--- src/rtl/tiny32_uart_tx.sv ---
// Memory-mapped 8N1 UART transmitter for the tiny32 bus: a byte FIFO feeds a
// start/data/stop serialiser, and writes into a full FIFO are held off through ready.
module tiny32_uart_tx #(
    parameter int          FIFO_DEPTH_BITS = 4,
    parameter logic [15:0] DEFAULT_DIVISOR = 16'd103
) (
    input  logic        clk,
    input  logic        nreset,
    input  logic        sel,
    input  logic [1:0]  address,
    input  logic        nrd,
    input  logic [3:0]  nwr,
    input  logic [31:0] data_in,
    output logic [31:0] data_out,
    output logic        ready,
    output logic        irq,
    output logic        tx
);

    localparam int DEPTH = 1 << FIFO_DEPTH_BITS;
    localparam logic [FIFO_DEPTH_BITS:0]   CNT_ONE  = (FIFO_DEPTH_BITS+1)'(1);
    localparam logic [FIFO_DEPTH_BITS:0]   CNT_FULL = (FIFO_DEPTH_BITS+1)'(DEPTH);
    localparam logic [FIFO_DEPTH_BITS-1:0] PTR_ONE  = FIFO_DEPTH_BITS'(1);

    typedef enum logic [1:0] {IDLE, START, DATA, STOP} state_t;

    logic                       done_reg;
    logic [15:0]                divisor_reg;
    logic                       enable_reg;
    logic                       irq_en_reg;
    logic                       stall_reg;
    logic [7:0]                 stall_byte_reg;

    logic [7:0]                 mem [DEPTH];
    logic [FIFO_DEPTH_BITS-1:0] wr_ptr_reg;
    logic [FIFO_DEPTH_BITS-1:0] rd_ptr_reg;
    logic [FIFO_DEPTH_BITS:0]   count_reg;

    state_t                     state_reg;
    logic [15:0]                baud_reg;
    logic [15:0]                frame_div_reg;
    logic [2:0]                 bit_idx_reg;
    logic [7:0]                 shift_reg;

    logic                       strobe;
    logic                       accept;
    logic                       wr_acc;
    logic                       rd_acc;
    logic                       full;
    logic                       empty;
    logic                       busy;
    logic                       data_wr;
    logic                       clr;
    logic                       pop;
    logic                       stall_push;
    logic                       new_push;
    logic                       stall_start;
    logic                       push;
    logic [7:0]                 push_byte;
    logic [FIFO_DEPTH_BITS-1:0] push_addr;
    logic [31:0]                rd_data;
    logic                       unused_data;

    assign unused_data = ^data_in[31:16];

    assign strobe = sel & (~nrd | (nwr != 4'hF));
    assign accept = strobe & ~done_reg;
    assign wr_acc = accept & (nwr != 4'hF);
    assign rd_acc = accept & ~nrd;

    assign full  = (count_reg == CNT_FULL);
    assign empty = (count_reg == '0);
    assign busy  = (state_reg != IDLE);

    assign data_wr = wr_acc & (address == 2'd0) & ~nwr[0];
    assign clr     = wr_acc & (address == 2'd3) & ~nwr[0] & data_in[1];
    assign pop     = (state_reg == IDLE) & enable_reg & ~empty;

    // A stalled byte survives a clear: the clear makes room for it.
    assign stall_push  = stall_reg & (~full | clr);
    assign new_push    = data_wr & ~full & ~stall_reg & ~clr;
    assign stall_start = data_wr & full & ~stall_reg & ~clr;
    assign push        = stall_push | new_push;
    assign push_byte   = stall_reg ? stall_byte_reg : data_in[7:0];
    assign push_addr   = clr ? '0 : wr_ptr_reg;

    always_comb begin
        rd_data = '0;
        case (address)
            2'd1: begin
                rd_data[0] = full;
                rd_data[1] = empty;
                rd_data[2] = busy;
                rd_data[8 +: FIFO_DEPTH_BITS+1] = count_reg;
            end
            2'd2: rd_data[15:0] = divisor_reg;
            2'd3: begin
                rd_data[0] = enable_reg;
                rd_data[2] = irq_en_reg;
            end
            default: rd_data = '0;
        endcase
    end

    always_ff @(posedge clk or negedge nreset) begin
        if (!nreset) begin
            done_reg       <= 1'b0;
            data_out       <= '0;
            ready          <= 1'b1;
            irq            <= 1'b0;
            divisor_reg    <= DEFAULT_DIVISOR;
            enable_reg     <= 1'b0;
            irq_en_reg     <= 1'b0;
            stall_reg      <= 1'b0;
            stall_byte_reg <= '0;
        end else begin
            done_reg <= strobe;
            irq      <= irq_en_reg & empty & (state_reg == IDLE);
            if (rd_acc)
                data_out <= rd_data;
            if (wr_acc && address == 2'd2) begin
                if (!nwr[0]) divisor_reg[7:0]  <= data_in[7:0];
                if (!nwr[1]) divisor_reg[15:8] <= data_in[15:8];
            end
            if (wr_acc && address == 2'd3 && !nwr[0]) begin
                enable_reg <= data_in[0];
                irq_en_reg <= data_in[2];
            end
            if (stall_start) begin
                stall_reg      <= 1'b1;
                stall_byte_reg <= data_in[7:0];
                ready          <= 1'b0;
            end else if (stall_push) begin
                stall_reg <= 1'b0;
                ready     <= 1'b1;
            end
        end
    end

    always_ff @(posedge clk) begin
        if (push)
            mem[push_addr] <= push_byte;
    end

    always_ff @(posedge clk or negedge nreset) begin
        if (!nreset) begin
            wr_ptr_reg <= '0;
            rd_ptr_reg <= '0;
            count_reg  <= '0;
        end else if (clr) begin
            rd_ptr_reg <= '0;
            wr_ptr_reg <= push ? PTR_ONE : '0;
            count_reg  <= push ? CNT_ONE : '0;
        end else begin
            if (push) wr_ptr_reg <= wr_ptr_reg + PTR_ONE;
            if (pop)  rd_ptr_reg <= rd_ptr_reg + PTR_ONE;
            if (push && !pop)
                count_reg <= count_reg + CNT_ONE;
            else if (pop && !push)
                count_reg <= count_reg - CNT_ONE;
        end
    end

    // The divisor is captured per frame so mid-frame writes only affect later frames.
    always_ff @(posedge clk or negedge nreset) begin
        if (!nreset) begin
            state_reg     <= IDLE;
            tx            <= 1'b1;
            baud_reg      <= '0;
            frame_div_reg <= DEFAULT_DIVISOR;
            bit_idx_reg   <= '0;
            shift_reg     <= '0;
        end else begin
            case (state_reg)
                IDLE: begin
                    tx <= 1'b1;
                    if (pop) begin
                        shift_reg     <= mem[rd_ptr_reg];
                        baud_reg      <= divisor_reg;
                        frame_div_reg <= divisor_reg;
                        tx            <= 1'b0;
                        state_reg     <= START;
                    end
                end
                START: begin
                    if (baud_reg == '0) begin
                        baud_reg    <= frame_div_reg;
                        bit_idx_reg <= '0;
                        tx          <= shift_reg[0];
                        state_reg   <= DATA;
                    end else begin
                        baud_reg <= baud_reg - 16'd1;
                    end
                end
                DATA: begin
                    if (baud_reg == '0) begin
                        baud_reg <= frame_div_reg;
                        if (bit_idx_reg == 3'd7) begin
                            tx        <= 1'b1;
                            state_reg <= STOP;
                        end else begin
                            bit_idx_reg <= bit_idx_reg + 3'd1;
                            shift_reg   <= {1'b0, shift_reg[7:1]};
                            tx          <= shift_reg[1];
                        end
                    end else begin
                        baud_reg <= baud_reg - 16'd1;
                    end
                end
                STOP: begin
                    if (baud_reg == '0)
                        state_reg <= IDLE;
                    else
                        baud_reg <= baud_reg - 16'd1;
                end
                default: state_reg <= IDLE;
            endcase
        end
    end

endmodule

--- config.mk ---
export PLATFORM = sky130hd
export DESIGN_NAME = tiny32_uart_tx
export DESIGN_NICKNAME = d
export VERILOG_FILES = /design/src/rtl/tiny32_uart_tx.sv
export SDC_FILE = /design/constraint.sdc
export NUM_CORES = 1
export LEC_CHECK = 0
export CAP_MARGIN = 20
export CORE_UTILIZATION = 50
export CTS_CLUSTER_SIZE = 8
export DETAILED_ROUTE_END_ITERATION = 10
export PLACE_DENSITY = 0.72
export SLEW_MARGIN = 20
export SYNTH_ARGS = -nofsm -noshare
export SYNTH_HDL_FRONTEND = slang
export SYNTH_SLANG_ARGS = --single-unit
--- constraint.sdc ---
create_clock -name clk -period 3.24 [get_ports clk]
set_clock_uncertainty 0.05 [all_clocks]
set_input_delay 0.486 -clock clk [delete_from_list [all_inputs] [get_ports clk]]
set_output_delay 0.486 -clock clk [all_outputs]
set_load 0.03 [all_outputs]
### After elaboration in Yosys (flattened, before gate mapping)

Memory sizes are Yosys's and may differ from the RTL's.
Cells that the tools add are included.

* bits in registers: 105
* bits in writable memories: 128
* input bits: 42
* output and inout bits: 35
* memories kept: 1

* $add $sub $neg: 6
* eq/ne operators: 16
* multiplexer cells: 46
* bitwise logic cells: 31
* reduce and logical (&&, ||, !) cells: 29

Memory list
* mem: depth 16, width 8, rd ports 1, clocked after memory_dff 0, wr ports 1, line 34 `logic [7:0] mem [DEPTH];`

Operators by type and width (count)
* 2-to-1 mux 16 bit: 3
* one-hot mux 16 bit (3 select lines): 1
* 2-to-1 mux 8 bit: 4
* AND 1 bit: 20
* 2-to-1 mux 4 bit: 5
* 2-to-1 mux 5 bit: 4
* zero test 16 bit: 1
* one-hot mux 8 bit (2 select lines): 1
* subtractor 16 x 1 -> 16 bit, second input constant: 1
* != test 2 bit, second input constant: 7
* 2-to-1 mux 1 bit: 12
* 2-to-1 mux 3 bit: 4
* nonzero test 2 bit: 6
* 2-to-1 mux 2 bit: 5
* one-hot mux 5 bit (2 select lines): 1
* one-hot mux 1 bit (3 select lines): 3
* adder 4 x 1 -> 4 bit, second input constant: 2
* equality test 2 bit, second input constant: 4
* NOT 1 bit: 8
* one-hot mux 2 bit (4 select lines): 1
* AND reduction 2 bit: 4
* AND reduction 4 bit: 2
* one-hot mux 3 bit (2 select lines): 1
* nonzero test 3 bit: 2
* other kinds (16): 26

### Logic depth before layout (Yosys ltp)

Gate-level depths: netlist of run 1.

* depth after elaboration: 16
* mapped depth: 12

### Least setup slack after synthesis of run 1

OpenSTA, ideal clock, no wires.

* path kind: register -> register
* start: reg count_reg[0]
* end: reg count_reg[4]
* setup time: 0.079 ns
* arrival: 2.913 ns
* data required time: 3.111 ns
* setup slack: 0.198 ns
* cell stages (with the launch flop): 11
* period minus slack after synthesis: 3.042 ns
* cells stage by stage: dfrtp_1 -> or4_1 -> buf_2 -> o211a_1 -> nor3_2 -> inv_2 -> fa_1 -> a21o_1 -> a21oi_1 -> mux2i_1 -> mux2i_1

* word-level cells in the longest chain between the ends: 9
* elaborated cells on any way between the ends: 21
* those cells by class: add/sub: 2; eq/ne: 1; mux: 3; bitwise: 9; reduce/logical: 6

RTL lines
* start: declaration: line 37 `logic [FIFO_DEPTH_BITS:0] count_reg;`
* start signal: assignment: line 153 `count_reg <= push ? CNT_ONE : '0;`
* start signal: assignment: line 158 `count_reg <= count_reg + CNT_ONE;`
* start signal: assignment: line 160 `count_reg <= count_reg - CNT_ONE;`
* equality test 5 bit: line 71 `assign full = (count_reg == CNT_FULL);`
* NOT 1 bit: line 80, 81
* AND 1 bit (3 in series): line 81 `assign new_push = data_wr & ~full & ~stall_reg & ~clr;`
* OR 1 bit: line 83 `assign push = stall_push | new_push;`
* logical AND 1 bit / zero test 1 bit (equally long branches): line 157, 159
* 2-to-1 mux 5 bit / logical AND 1 bit (equally long branches): line 157, 159
* 2-to-1 mux 5 bit / nonzero test 3 bit (equally long branches)

Several ways; a longest one is shown, not always the timed one. The select of a mux whose other input is x is not followed.
A chain may end at the register's enable or synchronous reset.

### Final worst setup path of run 1

* start: reg count_reg[3]
* end: reg count_reg[4]

The elaborated chain is that of the path after synthesis.

==> run metrics, run 1 <==
outcome finished clean; first-pass iteration count of the detailed router 6; count of cell types in the netlist 72; overall track demand over capacity in global routing 0.231; power density over the cells 849 nW/um^2; critical path class reg -> reg; share of the clock period used by the worst path after layout 0.893; final total power 10.7 mW; Fmax achieved 0.346 GHz; Routed Antenna Nets 0; number of enable flip-flop cells after synthesis 128; I/O pin count 77; data required time at the worst endpoint 3.61 ns; static power due to leakage 4.84 nW; # rows 53; async set-or-reset flop fraction in the synthesized netlist 0.451; slew at the pin closest to its max-slew limit 0.815 ns; area of the core 21,000 um^2; Max Buffers Root-to-Sink 3; number of hold violations in the final report 0; commonest cells after routing, fill and taps aside 128 x sky130_fd_sc_hd__edfxtp_1, 94 x sky130_fd_sc_hd__nand2_1, 92 x sky130_fd_sc_hd__dfrtp_1, 49 x sky130_fd_sc_hd__buf_4, 43 x sky130_fd_sc_hd__clkdlybuf4s50_1; starting density of the core 0.509; wire length reported by the detailed router 24,400 um; Crit Path Max Fanout 5; number of antenna violations at the first check in global routing 0; depth of the CTS H-tree 2; number of instances in the synthesized netlist 799; area delta synth->final 18.1%; number of buffers added by the clock tree synthesis step 35; total DRC errors in the routed layout 0; area of the die 22,000 um^2; total of warnings raised by yosys 0; setup repair after global routing missed its margin no; final setup TNS 0 ns; worst r2r path cells 9; number of port buffers 44; worst hold path type reg -> reg; cells resized by post-CTS repair 0; pin count of the biggest net entering global routing 45; via count of the first global-routing pass 6,875; kind of start point of the critical path flip-flop; count of final setup violators 0; first-pass GRT wire length 38,600 um; Routed wire per std cell 20.7 um; DR iter-0 viols 516; worst max-slew margin expressed relative to the limit 0.457; root cell of the clock tree sky130_fd_sc_hd__clkbuf_16; via count 6,846; clock latency on the worst-skew pair 0.51 ns; share of the yosys chip area belonging to registers 0.606; cell area after synthesis 10,700 um^2; Min-Delay Path Depth 2; largest voltage drop on the vdd net 0.482 mV; clk slew on worst S/H paths 0.05 ns; register bit total from synthesis 233; data arrival time at the worst-slack endpoint 3.27 ns; CTS tree built; crit end category flip-flop; remaining global-route overflow 0; number of sinks handled by clock tree synthesis 233; max-cap viol count 0; chip width 148 um; DR vias/cell 5.80; most common library cell in the layout ignoring fill and taps sky130_fd_sc_hd__edfxtp_1; mean post-synth cell area 13.4 um^2; die boundary height 148 um; final layout net count 942; number of slew-limit violations in the final report 0; register with the highest flop count mem; max reg flops 128; share of final-layout standard cells stronger than drive strength 1 0.219; routability cong. 0.903; Tmin final 2.89 ns; most instantiated flip-flop cell in the synthesis netlist sky130_fd_sc_hd__edfxtp_1; number of diodes 0; Detailed Place HPWL 16,100 um
## Yosys cell counts, types with 5 or more instances
| cell | count | area (um^2) |
|---|---|---|
| sky130_fd_sc_hd__a21oi_1 | 22 | 110 |
| sky130_fd_sc_hd__a22o_1 | 15 | 131 |
| sky130_fd_sc_hd__a22oi_1 | 15 | 113 |
| sky130_fd_sc_hd__a31oi_1 | 7 | 43.8 |
| sky130_fd_sc_hd__buf_2 | 9 | 45.0 |
| sky130_fd_sc_hd__buf_4 | 18 | 135 |
| sky130_fd_sc_hd__clkbuf_1 | 34 | 128 |
| sky130_fd_sc_hd__dfrtp_1 | 93 | 2330 |
| sky130_fd_sc_hd__dfstp_2 | 12 | 315 |
| sky130_fd_sc_hd__edfxtp_1 | 128 | 3840 |
| sky130_fd_sc_hd__ha_1 | 18 | 225 |
| sky130_fd_sc_hd__inv_1 | 15 | 56.3 |
| sky130_fd_sc_hd__mux2_2 | 39 | 439 |
| sky130_fd_sc_hd__mux2_4 | 8 | 120 |
| sky130_fd_sc_hd__mux2i_1 | 10 | 100 |
| sky130_fd_sc_hd__mux4_2 | 34 | 766 |
| sky130_fd_sc_hd__nand2_1 | 94 | 353 |
| sky130_fd_sc_hd__nand3_1 | 15 | 75.1 |
| sky130_fd_sc_hd__nand4_1 | 5 | 31.3 |
| sky130_fd_sc_hd__nor2_1 | 41 | 154 |
| sky130_fd_sc_hd__nor3_1 | 17 | 85.1 |
| sky130_fd_sc_hd__nor4_1 | 11 | 68.8 |
| sky130_fd_sc_hd__o21ai_0 | 41 | 205 |
| sky130_fd_sc_hd__xnor2_1 | 8 | 70.1 |
| sky130_fd_sc_hd__xor2_1 | 8 | 70.1 |
## final cells by class
cell class                 count  area [um^2]
sequential                   233         6490
clock inverter                 4         38.8
multi-input combinational    500         3900
timing repair buffer          95          848
clock buffer                  58          962
tap                          275          344
inverter                      16         60.1
fill                        1598         8380
## critical path, stage by stage, from the launching register on
cell                      delay (ns)
sky130_fd_sc_hd__dfrtp_1        0.37
sky130_fd_sc_hd__or4_1          0.57
sky130_fd_sc_hd__o211a_1        0.27
sky130_fd_sc_hd__nor3_2         0.24
sky130_fd_sc_hd__inv_2          0.11
sky130_fd_sc_hd__fa_1           0.40
sky130_fd_sc_hd__a21o_1         0.19
sky130_fd_sc_hd__a21oi_1        0.19
sky130_fd_sc_hd__mux2i_1        0.23
sky130_fd_sc_hd__mux2i_1        0.19
## cell families after synthesis
group	share of synthesized area
adders and majority gates	0.0229
DFF	0.606
xor gates and xnor gates	0.0131
other	0.000350
muxes	0.133
and+or+nand+nor	0.0972
buffers and inverters	0.0357
AOI/OAI and AO/OA	0.0921
## path summary, 6_finish.rpt
kind | start | end | slack [ns]
setup / recovery | count_reg[3] | count_reg[4] | 0.35
hold / removal | frame_div_reg[2] | frame_div_reg[2] | 0.41
setup reg to reg | count_reg[3] | count_reg[4] | 0.35
hold reg to reg | frame_div_reg[2] | frame_div_reg[2] | 0.41
max in group asynchronous | nreset | tx | 1.92
min in group asynchronous | nreset | data_out[13] | 0.46
## per-stage QoR
step | worst slack, ns | hold slack, ns | cell area, um^2 | instances | utilization
floorplan | 0.198 | 0.140 | 10800 | 814 | -
global placement | 0.106 | 0.396 | 11600 | 1118 | 0.553
detailed placement | 0.0565 | 0.399 | 11600 | 1118 | 0.553
CTS | 0.346 | 0.408 | 12600 | 1181 | 0.602
global route | 0.198 | 0.423 | 12600 | 1181 | 0.602
finish | 0.346 | 0.407 | 12600 | 1181 | 0.602
## timing repair
| item | CTS | global route |
|---|---|---|
| setup endpoints to repair | 0 | 0 |
| buffers inserted | 0 | 0 |
| hold buffers | 1 | 0 |
| endpoints found under the hold margin | 38 | 0 |
## layer usage
| metal | up-vias | part of all wire | GRT usage |
|---|---|---|---|
| met3 | 47 | 0.053 | 0.0322 |
| met2 | 232 | 0.48 | 0.367 |
| li1 | 3153 | - | - |
| met4 | 0 | 0.024 | 0.0742 |
| met5 | - | 0 | 0 |
| met1 | 3414 | 0.45 | 0.331 |
## report_power, final
group          internal [mW]  leakage [nW]  switching (mW)  total [mW]
registers               3.59          2.47           0.435        4.03
clock network           2.02         0.481            1.26        3.28
logic                   1.54          1.88            1.89        3.43
total                   7.15          4.84            3.59        10.7
Note: power is estimated with default switching activity, not from simulation.
==> run 2, diff against run 1 <==
--- a/config.mk
+++ b/config.mk
@@ -7,6 +7,7 @@
 export LEC_CHECK = 0
 export CAP_MARGIN = 20
 export CORE_UTILIZATION = 50
+export CTS_BUF_LIST = sky130_fd_sc_hd__clkbuf_16
 export CTS_CLUSTER_SIZE = 8
 export DETAILED_ROUTE_END_ITERATION = 10
 export PLACE_DENSITY = 0.72
==> run metrics, run 2 (synthesis results as in run 1) <==
DR vias/cell 5.85 (+0.93%); routability cong. 0.903 (unchanged); total DRC errors in the routed layout 0 (unchanged); post-CTS setup buffer count 0 (unchanged); critical path class reg -> reg; filler-free cell count of the finished design 1,181 (unchanged); first-pass GRT wire length 38,600 um (about the same); area of the die 22,000 um^2 (unchanged); first-pass iteration count of the detailed router 5 (-1); outcome finished clean; Max Buffers Root-to-Sink 3 (unchanged); chip width 148 um (unchanged); area of the core 21,000 um^2 (unchanged); die boundary height 148 um (unchanged); setup slack after placement 0.0565 ns (unchanged); pin count of the biggest net entering global routing 45 (unchanged); Routed wire per std cell 20.7 um (+0.15%); largest voltage drop on the vdd net 0.482 mV (about the same); final setup margin 0.348 ns (+0.00137 ns); root cell of the clock tree sky130_fd_sc_hd__clkbuf_16; share of final-layout standard cells stronger than drive strength 1 0.219 (unchanged); register with the highest flop count mem; number of diodes 0 (unchanged); number of slew-limit violations in the final report 0 (unchanged); power density over the cells 844 nW/um^2 (-0.66%); final setup TNS 0 ns (unchanged); depth of the CTS H-tree 2 (unchanged); final layout net count 942 (unchanged); max-cap viol count 0 (unchanged); max reg flops 128 (unchanged); kind of start point of the critical path flip-flop; starting density of the core 0.509 (unchanged); most common library cell in the layout ignoring fill and taps sky130_fd_sc_hd__edfxtp_1; number of antenna violations at the first check in global routing 0 (unchanged); overall track demand over capacity in global routing 0.231 (unchanged); wire length reported by the detailed router 24,400 um (+0.15%); number of hold violations in the final report 0 (unchanged); via count 6,910 (+0.93%); worst r2r path cells 9 (unchanged); area delta synth->final 18.1% (unchanged); Fmax achieved 0.346 GHz (about the same); data required time at the worst endpoint 3.61 ns (about the same); worst max-slew margin expressed relative to the limit 0.462 (+0.00577); count of final setup violators 0 (unchanged); number of buffers added by the clock tree synthesis step 35 (unchanged); setup repair after global routing missed its margin no; number of sinks handled by clock tree synthesis 233 (unchanged); clock latency on the worst-skew pair 0.51 ns (about the same); end of the critical path count_reg[4]; Routed Antenna Nets 0 (unchanged); data arrival time at the worst-slack endpoint 3.27 ns (about the same); CTS tree built; Hold Startpoint frame_div_reg[2]; share of the clock period used by the worst path after layout 0.893 (about the same); RR Startpoint count_reg[3]; cells resized by post-CTS repair 0 (unchanged); DR iter-0 viols 529 (+2.5%); remaining global-route overflow 0 (unchanged); worst hold path type reg -> reg; I/O pin count 77 (unchanged); reg-to-reg slack, setup 0.35 ns (about the same); via count of the first global-routing pass 6,871 (-0.058%); Detailed Place HPWL 16,100 um (unchanged); # rows 53 (unchanged); number of instances in the placed design 1,118 (unchanged); commonest cells after routing, fill and taps aside 128 x sky130_fd_sc_hd__edfxtp_1, 94 x sky130_fd_sc_hd__nand2_1, 92 x sky130_fd_sc_hd__dfrtp_1, 49 x sky130_fd_sc_hd__buf_4, 43 x sky130_fd_sc_hd__clkdlybuf4s50_1; crit end category flip-flop; Tmin final 2.89 ns (-0.00137 ns); Crit Path Max Fanout 5 (unchanged); clk slew on worst S/H paths 0.05 ns (about the same); end of the worst register-to-register path count_reg[4]; number of port buffers 44 (unchanged); slew at the pin closest to its max-slew limit 0.807 ns (-0.00865 ns); Critical Path Source count_reg[3]; static power due to leakage 4.93 nW (+2.0%)
## run 2: worst min path at each step
| stage | slack (ns) | depth (start not counted) | endpoint |
|---|---|---|---|
| 2_1_floorplan | 0.14 | 0 | baud_reg[0] |
| 5_1_grt | 0.42 | 2 | frame_div_reg[5] |
| 3_3_place_gp | 0.40 | 2 | frame_div_reg[1] |
| 3_5_place_dp | 0.40 | 2 | frame_div_reg[1] |
| 4_1_cts | 0.41 | 2 | frame_div_reg[1] |
| 6_report | 0.41 | 2 | frame_div_reg[2] |
## run 2: final cells by class
| class | count | area [um^2] |
|---|---|---|
| Multi-Input combinational cell | 500 | 3900 |
| Clock inverter | 27 | 125 |
| Clock buffer | 35 | 876 |
| Tap cell | 275 | 344 |
| Sequential cell | 233 | 6490 |
| Fill cell | 1598 | 8380 |
| Inverter | 16 | 60.1 |
| Timing Repair Buffer | 95 | 848 |
## run 2: what timing repair did
item                                    in CTS  in global routing
endpoints found under the setup margin       0                  0
hold buffers                                 1                  0
hold endpoints to repair                    38                  0
## run 2: critical path, stage by stage (launching register included)
cell and delay (ns):
sky130_fd_sc_hd__dfrtp_1 0.37, sky130_fd_sc_hd__or4_1 0.57, sky130_fd_sc_hd__o211a_1 0.27, sky130_fd_sc_hd__nor3_2 0.24, sky130_fd_sc_hd__inv_2 0.10, sky130_fd_sc_hd__fa_1 0.40
sky130_fd_sc_hd__a21o_1 0.19, sky130_fd_sc_hd__a21oi_1 0.19, sky130_fd_sc_hd__mux2i_1 0.23, sky130_fd_sc_hd__mux2i_1 0.19
## run 2: power breakdown
part | internal, mW | switching (mW) | leakage, nW
sequential | 3.59 | 0.435 | 2.47
combinational | 1.54 | 1.89 | 1.88
clock | 1.95 | 1.26 | 0.576
total | 7.08 | 3.59 | 4.93
## run 2: per-layer routing
metal | up-vias | global-route usage | share of wire
met5 | - | 0 | 0
met4 | 0 | 0.0742 | 0.024
met2 | 269 | 0.367 | 0.48
li1 | 3155 | - | -
met1 | 3442 | 0.331 | 0.44
met3 | 44 | 0.0325 | 0.055
## run 2: metrics by stage
| stage | hold slack, ns | utilization | total power, mW | cell area [um^2] |
|---|---|---|---|---|
| finish | 0.408 | 0.602 | 10.7 | 12600 |
| global route | 0.423 | 0.602 | 11.2 | 12600 |
| CTS | 0.408 | 0.602 | 10.7 | 12600 |
| detailed placement | 0.399 | 0.553 | 7.46 | 11600 |
| global placement | 0.396 | 0.553 | 7.37 | 11600 |
| floorplan | 0.140 | - | 6.43 | 10800 |
==> run 3, diff against run 2 <==
--- a/config.mk
+++ b/config.mk
@@ -5,12 +5,13 @@
 export SDC_FILE = /design/constraint.sdc
 export NUM_CORES = 1
 export LEC_CHECK = 0
-export CAP_MARGIN = 20
 export CORE_UTILIZATION = 50
 export CTS_BUF_LIST = sky130_fd_sc_hd__clkbuf_16
 export CTS_CLUSTER_SIZE = 8
 export DETAILED_ROUTE_END_ITERATION = 10
+export HOLD_SLACK_MARGIN = 0.15
 export PLACE_DENSITY = 0.72
+export SETUP_SLACK_MARGIN = 0.5
 export SLEW_MARGIN = 20
 export SYNTH_ARGS = -nofsm -noshare
 export SYNTH_HDL_FRONTEND = slang
==> run metrics, run 3 (synthesis results as in run 1) <==
routability cong. 0.895 (-0.83%); Tmin final 2.70 ns (-0.193 ns); critical path class reg -> reg; first-pass GRT wire length 39,100 um (+1.2%); DR vias/cell 5.93 (+1.3%); final setup margin 0.541 ns (+0.193 ns); starting density of the core 0.509 (unchanged); worst min-delay path endpoint frame_div_reg[0]; remaining global-route overflow 0 (unchanged); first-pass iteration count of the detailed router 5 (unchanged); clock share of power 0.302 (about the same); I/O pin count 77 (unchanged); static power due to leakage 4.94 nW (+0.18%); area of the die 22,000 um^2 (unchanged); switching component of the power 3.63 mW (+1.2%); largest voltage drop on the vdd net 0.360 mV (-25%); depth of the CTS H-tree 2 (unchanged); Detailed Place HPWL 16,000 um (-0.43%); number of buffers added by the clock tree synthesis step 35 (unchanged); worst hold path type reg -> reg; die boundary height 148 um (unchanged); overall track demand over capacity in global routing 0.234 (+0.00264); Routed wire per std cell 20.9 um (+1.3%); number of hold violations in the final report 0 (unchanged); Hold Startpoint frame_div_reg[0]; worst max-slew margin expressed relative to the limit 0.498 (+0.0353); share of the clock period used by the worst path after layout 0.833 (-0.0597); final total power 10.9 mW (+1.7%); max-cap viol count 0 (unchanged); RR Startpoint count_reg[2]; reg-to-reg slack, setup 0.54 ns (+0.19 ns); via count 6,990 (+1.2%); P_int 7.22 mW (+2.0%); number of port buffers 44 (unchanged); area of the core 21,000 um^2 (unchanged); switching power share of the total 0.335 (-0.00163); pin count of the biggest net entering global routing 60 (+33%); setup slack after placement 0.0592 ns (+0.00274 ns); power share of the combinational group 0.320 (-0.002); Min-Delay Path Depth 2 (unchanged); number of diodes 0 (unchanged); power share of the sequential group 0.378 (about the same); chip width 148 um (unchanged); register with the highest flop count mem; clock latency on the worst-skew pair 0.50 ns (about the same); root cell of the clock tree sky130_fd_sc_hd__clkbuf_16; number of sinks handled by clock tree synthesis 233 (unchanged); clk slew on worst S/H paths 0.05 ns (about the same); outcome finished clean; share of final-layout standard cells stronger than drive strength 1 0.244 (+0.0259); final setup TNS 0 ns (unchanged); wire length reported by the detailed router 24,700 um (+1.1%); worst r2r path cells 10 (+1); crit end category flip-flop; Crit Path Max Fanout 4 (-1); data required time at the worst endpoint 3.61 ns (about the same); CTS tree built; setup repair after global routing missed its margin yes; commonest cells after routing, fill and taps aside 128 x sky130_fd_sc_hd__edfxtp_1, 94 x sky130_fd_sc_hd__nand2_1, 92 x sky130_fd_sc_hd__dfrtp_1, 52 x sky130_fd_sc_hd__buf_4, 43 x sky130_fd_sc_hd__clkdlybuf4s50_1; power density over the cells 846 nW/um^2 (+0.23%); Max Buffers Root-to-Sink 3 (unchanged); data arrival time at the worst-slack endpoint 3.06 ns (-0.21 ns); max reg flops 128 (unchanged); number of antenna violations at the first check in global routing 0 (unchanged); number of slew-limit violations in the final report 0 (unchanged); via count of the first global-routing pass 6,958 (+1.3%); count of final setup violators 0 (unchanged); # rows 53 (unchanged); end of the worst register-to-register path count_reg[4]; final layout net count 947 (+0.53%); slew at the pin closest to its max-slew limit 0.754 ns (-0.0530 ns); Fmax achieved 0.371 GHz (+7.2%); most common library cell in the layout ignoring fill and taps sky130_fd_sc_hd__edfxtp_1; area delta synth->final 19.8%; DR iter-0 viols 567 (+7.2%); kind of start point of the critical path flip-flop; Routed Antenna Nets 0 (unchanged); total DRC errors in the routed layout 0 (unchanged)
[run 3: layout make-up]
type                    count  area (um^2)
clock buffers              37          926
clock inverters            18         86.3
fillers                  1567         8190
inverters                  16         60.1
multi-input cells         500         4040
flip-flops and latches    233         6490
well taps                 275          344
repair buffers            100          893
[run 3: power groups by stage]
| stage | combinational (mW) | clock (mW) | sequential, mW |
|---|---|---|---|
| after floorplan | 2.49 | 0 | 3.96 |
| after global placement | 3.29 | 0 | 4.12 |
| after detailed placement | 3.34 | 0 | 4.14 |
| after CTS | 3.40 | 3.34 | 4.09 |
| after global routing | 3.76 | 3.45 | 4.16 |
| final | 3.47 | 3.28 | 4.10 |
[run 3: metal layers]
layer / vias to the layer above / routed length [um] / track usage
li1: 3153 / - / -
met1: 3560 / 10900 / 0.324
met3: 45 / 1400 / 0.0491
met4: 0 / 516 / 0.0820
met5: - / 0 / 0
met2: 232 / 11900 / 0.367
[run 3: worst max-delay path by stage]
stage / endpoint / cells after the start / startpoint / slack (ns)
floorplan: count_reg[4] / 10 / count_reg[0] / 0.25
global placement: count_reg[4] / 10 / sel / 0.06
detailed placement: count_reg[4] / 10 / sel / 0.06
CTS: count_reg[4] / 9 / count_reg[3] / 0.51
global route: count_reg[4] / 9 / count_reg[2] / 0.44
finish: count_reg[4] / 10 / count_reg[2] / 0.54
[run 3: what timing repair did]
item,4_1_cts,5_1_grt
hold buffers,1,0
setup buffers,1,5
endpoints found under the setup margin,1,37
pin swaps,2,8
cloned,0,0
hold endpoints to repair,41,0
gates resized for setup,4,10
[run 3: per-stage QoR]
stage / area [um^2] / std cells / util / hold slack, ns
CTS: 12700 / 1174 / 0.606 / 0.408
global placement: 11700 / 1117 / 0.556 / 0.397
floorplan: 10800 / 814 / - / 0.140
global route: 12800 / 1179 / 0.610 / 0.417
finish: 12800 / 1179 / 0.610 / 0.405
detailed placement: 11700 / 1117 / 0.556 / 0.400
[run 3: critical path, cell delays in order (launching register included)]
cell and delay, ns:
sky130_fd_sc_hd__dfrtp_1 0.38, sky130_fd_sc_hd__or4_4 0.56, sky130_fd_sc_hd__buf_6 0.15, sky130_fd_sc_hd__a311oi_4 0.32, sky130_fd_sc_hd__nor3_4 0.08, sky130_fd_sc_hd__inv_2 0.13
sky130_fd_sc_hd__ha_4 0.22, sky130_fd_sc_hd__a21o_1 0.17, sky130_fd_sc_hd__a21oi_2 0.15, sky130_fd_sc_hd__mux2i_1 0.23, sky130_fd_sc_hd__mux2i_1 0.19
